`src/rtl/hazard_forward_ctrl.sv`:
```
// Hazard and forwarding controller for the five-stage MIPS core: operand forwarding,
// load-use stalls, branch flushes, memory-wait freeze and saturating event counters.
module hazard_forward_ctrl #(
  parameter int CNT_W    = 16,
  parameter int MAX_WAIT = 64
) (
  input  logic             clk,
  input  logic             rst,
  input  logic [4:0]       IF_ID_Rs,
  input  logic [4:0]       IF_ID_Rt,
  input  logic [4:0]       ID_EX_Rs,
  input  logic [4:0]       ID_EX_Rt,
  input  logic             ID_EX_MemRead,
  input  logic             EX_MEM_RegWrite,
  input  logic             MEM_WB_RegWrite,
  input  logic [4:0]       EX_MEM_Rd,
  input  logic [4:0]       MEM_WB_Rd,
  input  logic             EX_MEM_MemRead,
  input  logic             EX_MEM_MemWrite,
  input  logic             EX_MEM_BranchTaken,
  input  logic             dmem_ready,
  input  logic             cnt_clr,
  output logic [1:0]       ForwardA,
  output logic [1:0]       ForwardB,
  output logic             PCWrite,
  output logic             IF_ID_Write,
  output logic             ID_EX_Write,
  output logic             EX_MEM_Write,
  output logic             IF_ID_Flush,
  output logic             ID_EX_Bubble,
  output logic             EX_MEM_Flush,
  output logic             MEM_WB_Bubble,
  output logic             PCSrc,
  output logic [CNT_W-1:0] stall_cnt,
  output logic [CNT_W-1:0] flush_cnt,
  output logic [CNT_W-1:0] wait_cnt,
  output logic             mem_timeout,
  output logic             state
);

  localparam int TMR_W = $clog2(MAX_WAIT + 1);

  typedef enum logic {
    RUN  = 1'b0,
    WAIT = 1'b1
  } state_t;

  state_t           r_state, w_stateNext;
  logic [TMR_W-1:0] r_timer;
  logic [CNT_W-1:0] r_stallCnt, r_flushCnt, r_waitCnt;
  logic             r_timeout;

  logic w_memBusy, w_loadUse, w_freeze, w_branchEv, w_stallEv;

  // EX/MEM result is younger than MEM/WB, so it takes priority.
  function automatic logic [1:0] fwdSel(input logic [4:0] src);
    if (EX_MEM_RegWrite && EX_MEM_Rd != 5'd0 && EX_MEM_Rd == src)
      return 2'b10;
    else if (MEM_WB_RegWrite && MEM_WB_Rd != 5'd0 && MEM_WB_Rd == src)
      return 2'b01;
    else
      return 2'b00;
  endfunction

  assign ForwardA = fwdSel(ID_EX_Rs);
  assign ForwardB = fwdSel(ID_EX_Rt);

  assign w_memBusy  = (EX_MEM_MemRead | EX_MEM_MemWrite) & ~dmem_ready;
  assign w_loadUse  = ID_EX_MemRead & (ID_EX_Rt != 5'd0) &
                      ((ID_EX_Rt == IF_ID_Rs) | (ID_EX_Rt == IF_ID_Rt));
  assign w_freeze   = w_memBusy | ((r_state == WAIT) & ~dmem_ready);
  assign w_branchEv = EX_MEM_BranchTaken & ~w_freeze;
  assign w_stallEv  = w_loadUse & ~w_freeze & ~EX_MEM_BranchTaken;

  always_comb begin
    PCWrite       = 1'b1;
    IF_ID_Write   = 1'b1;
    ID_EX_Write   = 1'b1;
    EX_MEM_Write  = 1'b1;
    IF_ID_Flush   = 1'b0;
    ID_EX_Bubble  = 1'b0;
    EX_MEM_Flush  = 1'b0;
    MEM_WB_Bubble = 1'b0;
    PCSrc         = 1'b0;
    if (w_freeze) begin
      PCWrite       = 1'b0;
      IF_ID_Write   = 1'b0;
      ID_EX_Write   = 1'b0;
      EX_MEM_Write  = 1'b0;
      MEM_WB_Bubble = 1'b1;
    end else if (EX_MEM_BranchTaken) begin
      PCSrc        = 1'b1;
      IF_ID_Flush  = 1'b1;
      ID_EX_Bubble = 1'b1;
      EX_MEM_Flush = 1'b1;
    end else if (w_loadUse) begin
      PCWrite      = 1'b0;
      IF_ID_Write  = 1'b0;
      ID_EX_Bubble = 1'b1;
    end
  end

  always_comb begin
    w_stateNext = r_state;
    case (r_state)
      RUN:     if (w_memBusy) w_stateNext = WAIT;
      WAIT:    if (dmem_ready) w_stateNext = RUN;
      default: w_stateNext = RUN;
    endcase
  end

  // Every frozen cycle is a wait cycle, whether it is the RUN cycle that starts the access or a WAIT cycle.
  always_ff @(posedge clk) begin
    if (rst) begin
      r_state   <= RUN;
      r_timer   <= '0;
      r_timeout <= 1'b0;
    end else begin
      r_state <= w_stateNext;
      if (w_freeze) begin
        if (r_timer != TMR_W'(MAX_WAIT))
          r_timer <= r_timer + TMR_W'(1);
        if (r_timer >= TMR_W'(MAX_WAIT - 1))
          r_timeout <= 1'b1;
      end else if (r_state == WAIT && dmem_ready) begin
        r_timer <= '0;
      end
    end
  end

  always_ff @(posedge clk) begin
    if (rst || cnt_clr) begin
      r_stallCnt <= '0;
      r_flushCnt <= '0;
      r_waitCnt  <= '0;
    end else begin
      if (w_stallEv && !(&r_stallCnt))  r_stallCnt <= r_stallCnt + CNT_W'(1);
      if (w_branchEv && !(&r_flushCnt)) r_flushCnt <= r_flushCnt + CNT_W'(1);
      if (w_freeze && !(&r_waitCnt))    r_waitCnt  <= r_waitCnt + CNT_W'(1);
    end
  end

  assign stall_cnt   = r_stallCnt;
  assign flush_cnt   = r_flushCnt;
  assign wait_cnt    = r_waitCnt;
  assign mem_timeout = r_timeout;
  assign state       = r_state;

endmodule

```
`config.mk`:
```
export PLATFORM = sky130hd
export DESIGN_NAME = hazard_forward_ctrl
export DESIGN_NICKNAME = d
export VERILOG_FILES = /design/src/rtl/hazard_forward_ctrl.sv
export SDC_FILE = /design/constraint.sdc
export NUM_CORES = 1
export LEC_CHECK = 0
export CAP_MARGIN = 0
export CELL_PAD_IN_SITES_DETAIL_PLACEMENT = 0
export CELL_PAD_IN_SITES_GLOBAL_PLACEMENT = 1
export CORE_MARGIN = 4
export CORE_UTILIZATION = 46
export DETAILED_ROUTE_END_ITERATION = 8
export DONT_BUFFER_PORTS = 1
export GPL_ROUTABILITY_DRIVEN = 0
export GPL_TIMING_DRIVEN = 1
export HOLD_SLACK_MARGIN = 0.12
export PLACE_DENSITY_LB_ADDON = 0.15
export SLEW_MARGIN = 20
export SYNTH_ARGS = -nofsm -noshare
export SYNTH_HDL_FRONTEND = slang
export SYNTH_SLANG_ARGS = --single-unit
```
`constraint.sdc`:
```
create_clock -name clk -period 2.91 [get_ports clk]
set_input_delay 0.582 -clock clk [delete_from_list [all_inputs] [get_ports clk]]
set_output_delay 0.582 -clock clk [all_outputs]
set_load 0.02 [all_outputs]
```
Word-level counts from Yosys, hierarchy flattened

Cells that the tools add are included.

Output and inout port bits: 63
Flip-flop bits (word level): 57
Input bits: 40
Logic and storage cells: 76

Magnitude comparators: 1
Reduce and logical (&&, ||, !) cells: 23
Bitwise operators: 14
Equal/unequal tests: 8
Muxes and demuxes: 20
Add/subtract/negate cells: 4

Operators by type and width:

| operator                                                           | number |
|---|---|
| adder 16 x 1 -> 16 bit (second input constant)                     | 3 |
| AND reduction 16 bit                                               | 3 |
| equality test 5 bit                                                | 6 |
| two-way mux 7 bit                                                  | 3 |
| nonzero test 5 bit                                                 | 3 |
| two-way mux 1 bit                                                  | 14 |
| logical AND 1 bit                                                  | 10 |
| adder 7 x 1 -> 7 bit (second input constant)                       | 1 |
| bitwise AND 1 bit                                                  | 7 |
| greater-or-equal comparator 7 x 6 -> 1 bit (second input constant) | 1 |
| != test 7 bit (second input constant)                              | 1 |
| two-way mux 2 bit                                                  | 2 |
| inverter 1 bit                                                     | 4 |
| AND reduction 2 bit                                                | 2 |
| zero test 1 bit                                                    | 3 |
| bitwise OR 1 bit                                                   | 3 |
| != test 2 x 1 -> 1 bit (second input constant)                     | 1 |
| case mux 1 bit (2 select lines)                                    | 1 |
| nonzero test 2 bit                                                 | 1 |
| logical OR 1 bit                                                   | 1 |

Depth between registers and ports, before layout

Depth after elaboration: 7
Depth in mapped cells: 9

Worst setup path after synthesis

No wires, ideal clock.

Path kind: input to output
Start point: input ID_EX_Rt[0]
End point: output PCWrite
Slack: 0.004 ns
Data arrival time: 2.324 ns
Cell stages on the path: 9
Cells stage by stage: clkbuf_1 > xnor2_1 > nand3_1 > o22a_1 > clkbuf_1 > clkbuf_1 > nor3_1 > nor2_1 > buf_4

Cells in the longest elaborated chain, start to end: 6

Ends and longest elaborated chain:

| item                                                      | line   | RTL |
|---|---|---|
| start, declared                                           | 12     | `input logic [4:0] ID_EX_Rt,` |
| equality test 5 bit or nonzero test 5 bit (tied branches) | 70, 69 |  |
| bitwise OR 1 bit or bitwise AND 1 bit (tied branches)     | 70, 69 |  |
| bitwise AND 1 bit (*)                                     | 69     | `assign w_loadUse = ID_EX_MemRead & (ID_EX_Rt != 5'd0) &` |
| two-way mux 1 bit (*) (3 in a row)                        | --     |  |
| end, declared                                             | 25     | `output logic PCWrite,` |

Every way passes the cells marked *; elsewhere a longest branch is shown, timed or not.

Worst setup path after layout

Start point: input EX_MEM_Rd[1]
End point: output ForwardA[0]

Cells in the longest elaborated chain, start to end: 4

Ends and longest elaborated chain:

| item                  | line | RTL |
|---|---|---|
| start, declared       | 16   | `input logic [4:0] EX_MEM_Rd,` |
| nonzero test 5 bit    | 57   | `if (EX_MEM_RegWrite && EX_MEM_Rd != 5'd0 && EX_MEM_Rd == src)` |
| logical AND 1 bit     | 57   |  |
| logical AND 1 bit (*) | 57   |  |
| two-way mux 2 bit (*) | 57   |  |
| end, declared         | 23   | `output logic [1:0] ForwardA,` |

Marks and branches as above.

==> flow_summary.json <==
{
  "via_per_inst": 5.83,
  "maxCapViolCount": 0,
  "synth_top_area_share_pct": 33.4,
  "synthTopCellsByArea": "dfxtp_1 33%, xnor2_1 6.7%, xor2_1 5.9%",
  "crit_top_cell": "nor4_1",
  "grt_pass1_vias": 2913,
  "tns_ns": 0,
  "clkPwrFrac_pct": 46.9,
  "synthFlopType": "dfxtp_1",
  "ys_seq_area_share_pct": 33.4,
  "path_max_fanout": 3,
  "switchingPower_uw": 405,
  "slew_headroom_pct": 32.4,
  "nFillCells": 718,
  "initial_core_util_pct": 47.3,
  "synth-seq-cells": 57,
  "fin_crit_sh_pct": 90.3,
  "drtIter0Drc": 117,
  "crit_arrival_ns": 2.04,
  "combinationalPowerShare_pct": 8.0,
  "io_buffers": 0,
  "postSynthAreaPerCell_um2": 7.95,
  "path_buf_inv": 1,
  "die_w_um": 94.1,
  "r2r_setup_slack_ns": 0.53,
  "grt_setup_unrepaired": "false",
  "clk_path_buf_depth": 2,
  "path_delay_family": "simple AND/OR/NAND/NOR gates",
  "die_h_um": 94.1,
  "min_period_ns": 2.63,
  "routed_wl_um": 8870,
  "drive_gt1_share_pct": 8.92,
  "synth_warnings": 0,
  "cts_setup_buffers": 0,
  "cts_tree": "built",
  "numCtsBuffers": 9,
  "pwr-share-seq_pct": 45.0,
  "cts-htree-levels": 3,
  "startpoint_type": "primary input",
  "fin_skew_ns": 0.00412,
  "antenna_found_initial": 0,
  "dpl.hpwl_um": 6470,
  "numClockSinks": 57,
  "max_stage_delay_ns": 0.50,
  "die_area_um2": 8860,
  "hp-class": "in2reg",
  "gr-total-overflow": 0,
  "first_pass_iters": 4,
  "grt_pass1_wl_um": 14200,
  "critical_path_class": "in2out",
  "timing.fmax_mhz": 381,
  "diodes": 0,
  "insertion_delay_ns": 0.33,
  "hold_viol_final": 0,
  "root_buffer": "clkbuf_8",
  "slew_viol_final": 0,
  "power.leakage_nw": 1.19,
  "crit_path_end_kind": "output pin",
  "vias": 3126,
  "syn_nets": 474,
  "async_flop_share_pct": 0,
  "dpl_cell_area_um2": 3540,
  "status": "completed",
  "ir_drop_uv": 302,
  "area_growth_pct": 10.6,
  "drc_errors": 0,
  "core_um2": 7210,
  "antenna_left": 0,
  "syn_area_um2": 3410,
  "postLayoutCellArea_um2": 3770,
  "path_cells": "or4_1 > o21ai_0 > nor4_1 > nor4_1 > buf_4",
  "setup_viol": 0,
  "worstMarginPinSlew_ns": 1.00,
  "ios": 103,
  "yosysTopAreaCell": "dfxtp_1",
  "p_sw_share_pct": 23.0,
  "crit_path_top_delay_cell": "or4_1",
  "intPower_mw": 1.36,
  "required_ns": 2.33,
  "synth-edff-count": 0,
  "power_density_nw_per_um2": 467,
  "syn_inst": 429,
  "grt_max_degree": 39,
  "cts.clk_slew.worst_paths_ns": 0.06,
  "grt_use_total_pct": 20.2,
  "synthDistinctLibCells": 52,
  "wl_per_cell_um": 16.5,
  "nNetsFinal": 477,
  "rows": 31
}
-- synth_stat cells, types with 2 or more instances --
cell type   n
xnor2_1    26
nor2_1     38
nand3_1    21
or4_1      13
a21o_1      2
xor2_1     23
nor4b_1     4
or3_1      12
nor4_1      9
o2111ai_1   3
a31o_2      4
clkbuf_1   14
and3_1      3
ha_1        5
mux2i_1     4
and4_1      6
o21a_1      3
nor3_1     16
a211oi_1    8
inv_1      15
nand2_1    33
and2_1      3
nand3b_1    2
nand4_1    15
nor2b_1     3
or2_2       3
dfxtp_1    57
buf_2       4
o21ai_0    20
buf_4       4
a31oi_1     4
a21oi_1    25
o31ai_1     7
o211ai_1    2
-- metal layers --
metal	routed length [µm]	part of all wire [%]	track usage [%]	up-vias
li1	-	-	-	1587
met1	3990	45	25.5	1442
met2	4100	46	32.2	91
met3	711	8.0	7.13	6
met4	65	0.73	6.38	0
met5	0	0	0	-
-- placed cells by master (no fill, tap or decap), types with 5 or more instances in the layout --
cell type and instances:
a21oi_1 25, or4_1 13, buf_4 15, ha_1 5, xnor2_1 26, o21ai_0 20, and4_1 6, nor4_1 9
nor3_1 15, nor2_1 38, or3_1 12, nand2_1 33, dfxtp_1 57, clkbuf_8 14, nand3_1 21, inv_1 15
nand4_1 15, o31ai_1 7, xor2_1 23, a211oi_1 8
-- sequential cells by signal, summed over array words and instances (netlist names) --
signal / cells
wait_cnt: 16
state: 1
stall_cnt: 16
mem_timeout: 1
flush_cnt: 16
r_timer: 7
-- timing repair --
action,in CTS,in global routing
hold buffers,0,0
resized for setup,0,1
endpoints found under the setup margin,0,3
-- metrics by stage --
| step | cells | hold slack, ns | utilization, % | setup WS [ns] | power (mW) |
|---|---|---|---|---|---|
| detailed placement | 520 | 0.513 | 49.1 | 0.299 | 0.952 |
| global placement | 520 | 0.493 | 49.1 | 0.300 | 0.950 |
| floorplan | 429 | 0.477 | - | 0.00438 | 0.934 |
| global route | 536 | 0.284 | 52.3 | 0.219 | 1.84 |
| finish | 536 | 0.319 | 52.3 | 0.284 | 1.76 |
| CTS | 536 | 0.291 | 52.2 | 0.226 | 1.80 |
-- area by class of cell --
cell class                 instances  area, µm²  area share (%)
sequential                        57       1140            30.2
multi-input combinational        334       2110            56.0
tap                               99        124            3.28
clock buffer                      15        196            5.21
inverter                          15       56.3            1.49
timing repair buffer              15        113            2.99
clock inverter                     1       30.0           0.796
-- final timing paths --
| check | startpoint | depth (start not counted) | endpoint |
|---|---|---|---|
| setup / recovery | EX_MEM_Rd[1] | 5 | ForwardA[0] |
| hold reg to reg | r_timer[5] | 2 | r_timer[5] |
| hold / removal | rst | 1 | r_timer[2] |
| setup reg to reg | stall_cnt[7] | 5 | stall_cnt[15] |
-- cell families after synthesis --
kind of cell	count (synthesis)	share of synthesized area [%]
buf+inv	38	4.80
flops	57	33.4
simple gates	185	29.0
xor+xnor	49	12.6
compound gates	91	17.2
mux	4	1.17
fa+ha+maj	5	1.83
-- power by group through the flow --
| stage | combinational [mW] | sequential [mW] | clock (mW) |
|---|---|---|---|
| 3_3_place_gp | 0.140 | 0.810 | 0 |
| 4_1_cts | 0.142 | 0.792 | 0.862 |
| 5_1_grt | 0.156 | 0.793 | 0.893 |
| 6_report | 0.141 | 0.793 | 0.826 |
| 3_5_place_dp | 0.141 | 0.810 | 0 |
| 2_1_floorplan | 0.125 | 0.809 | 0 |
(Power assumes the default switching activity.)
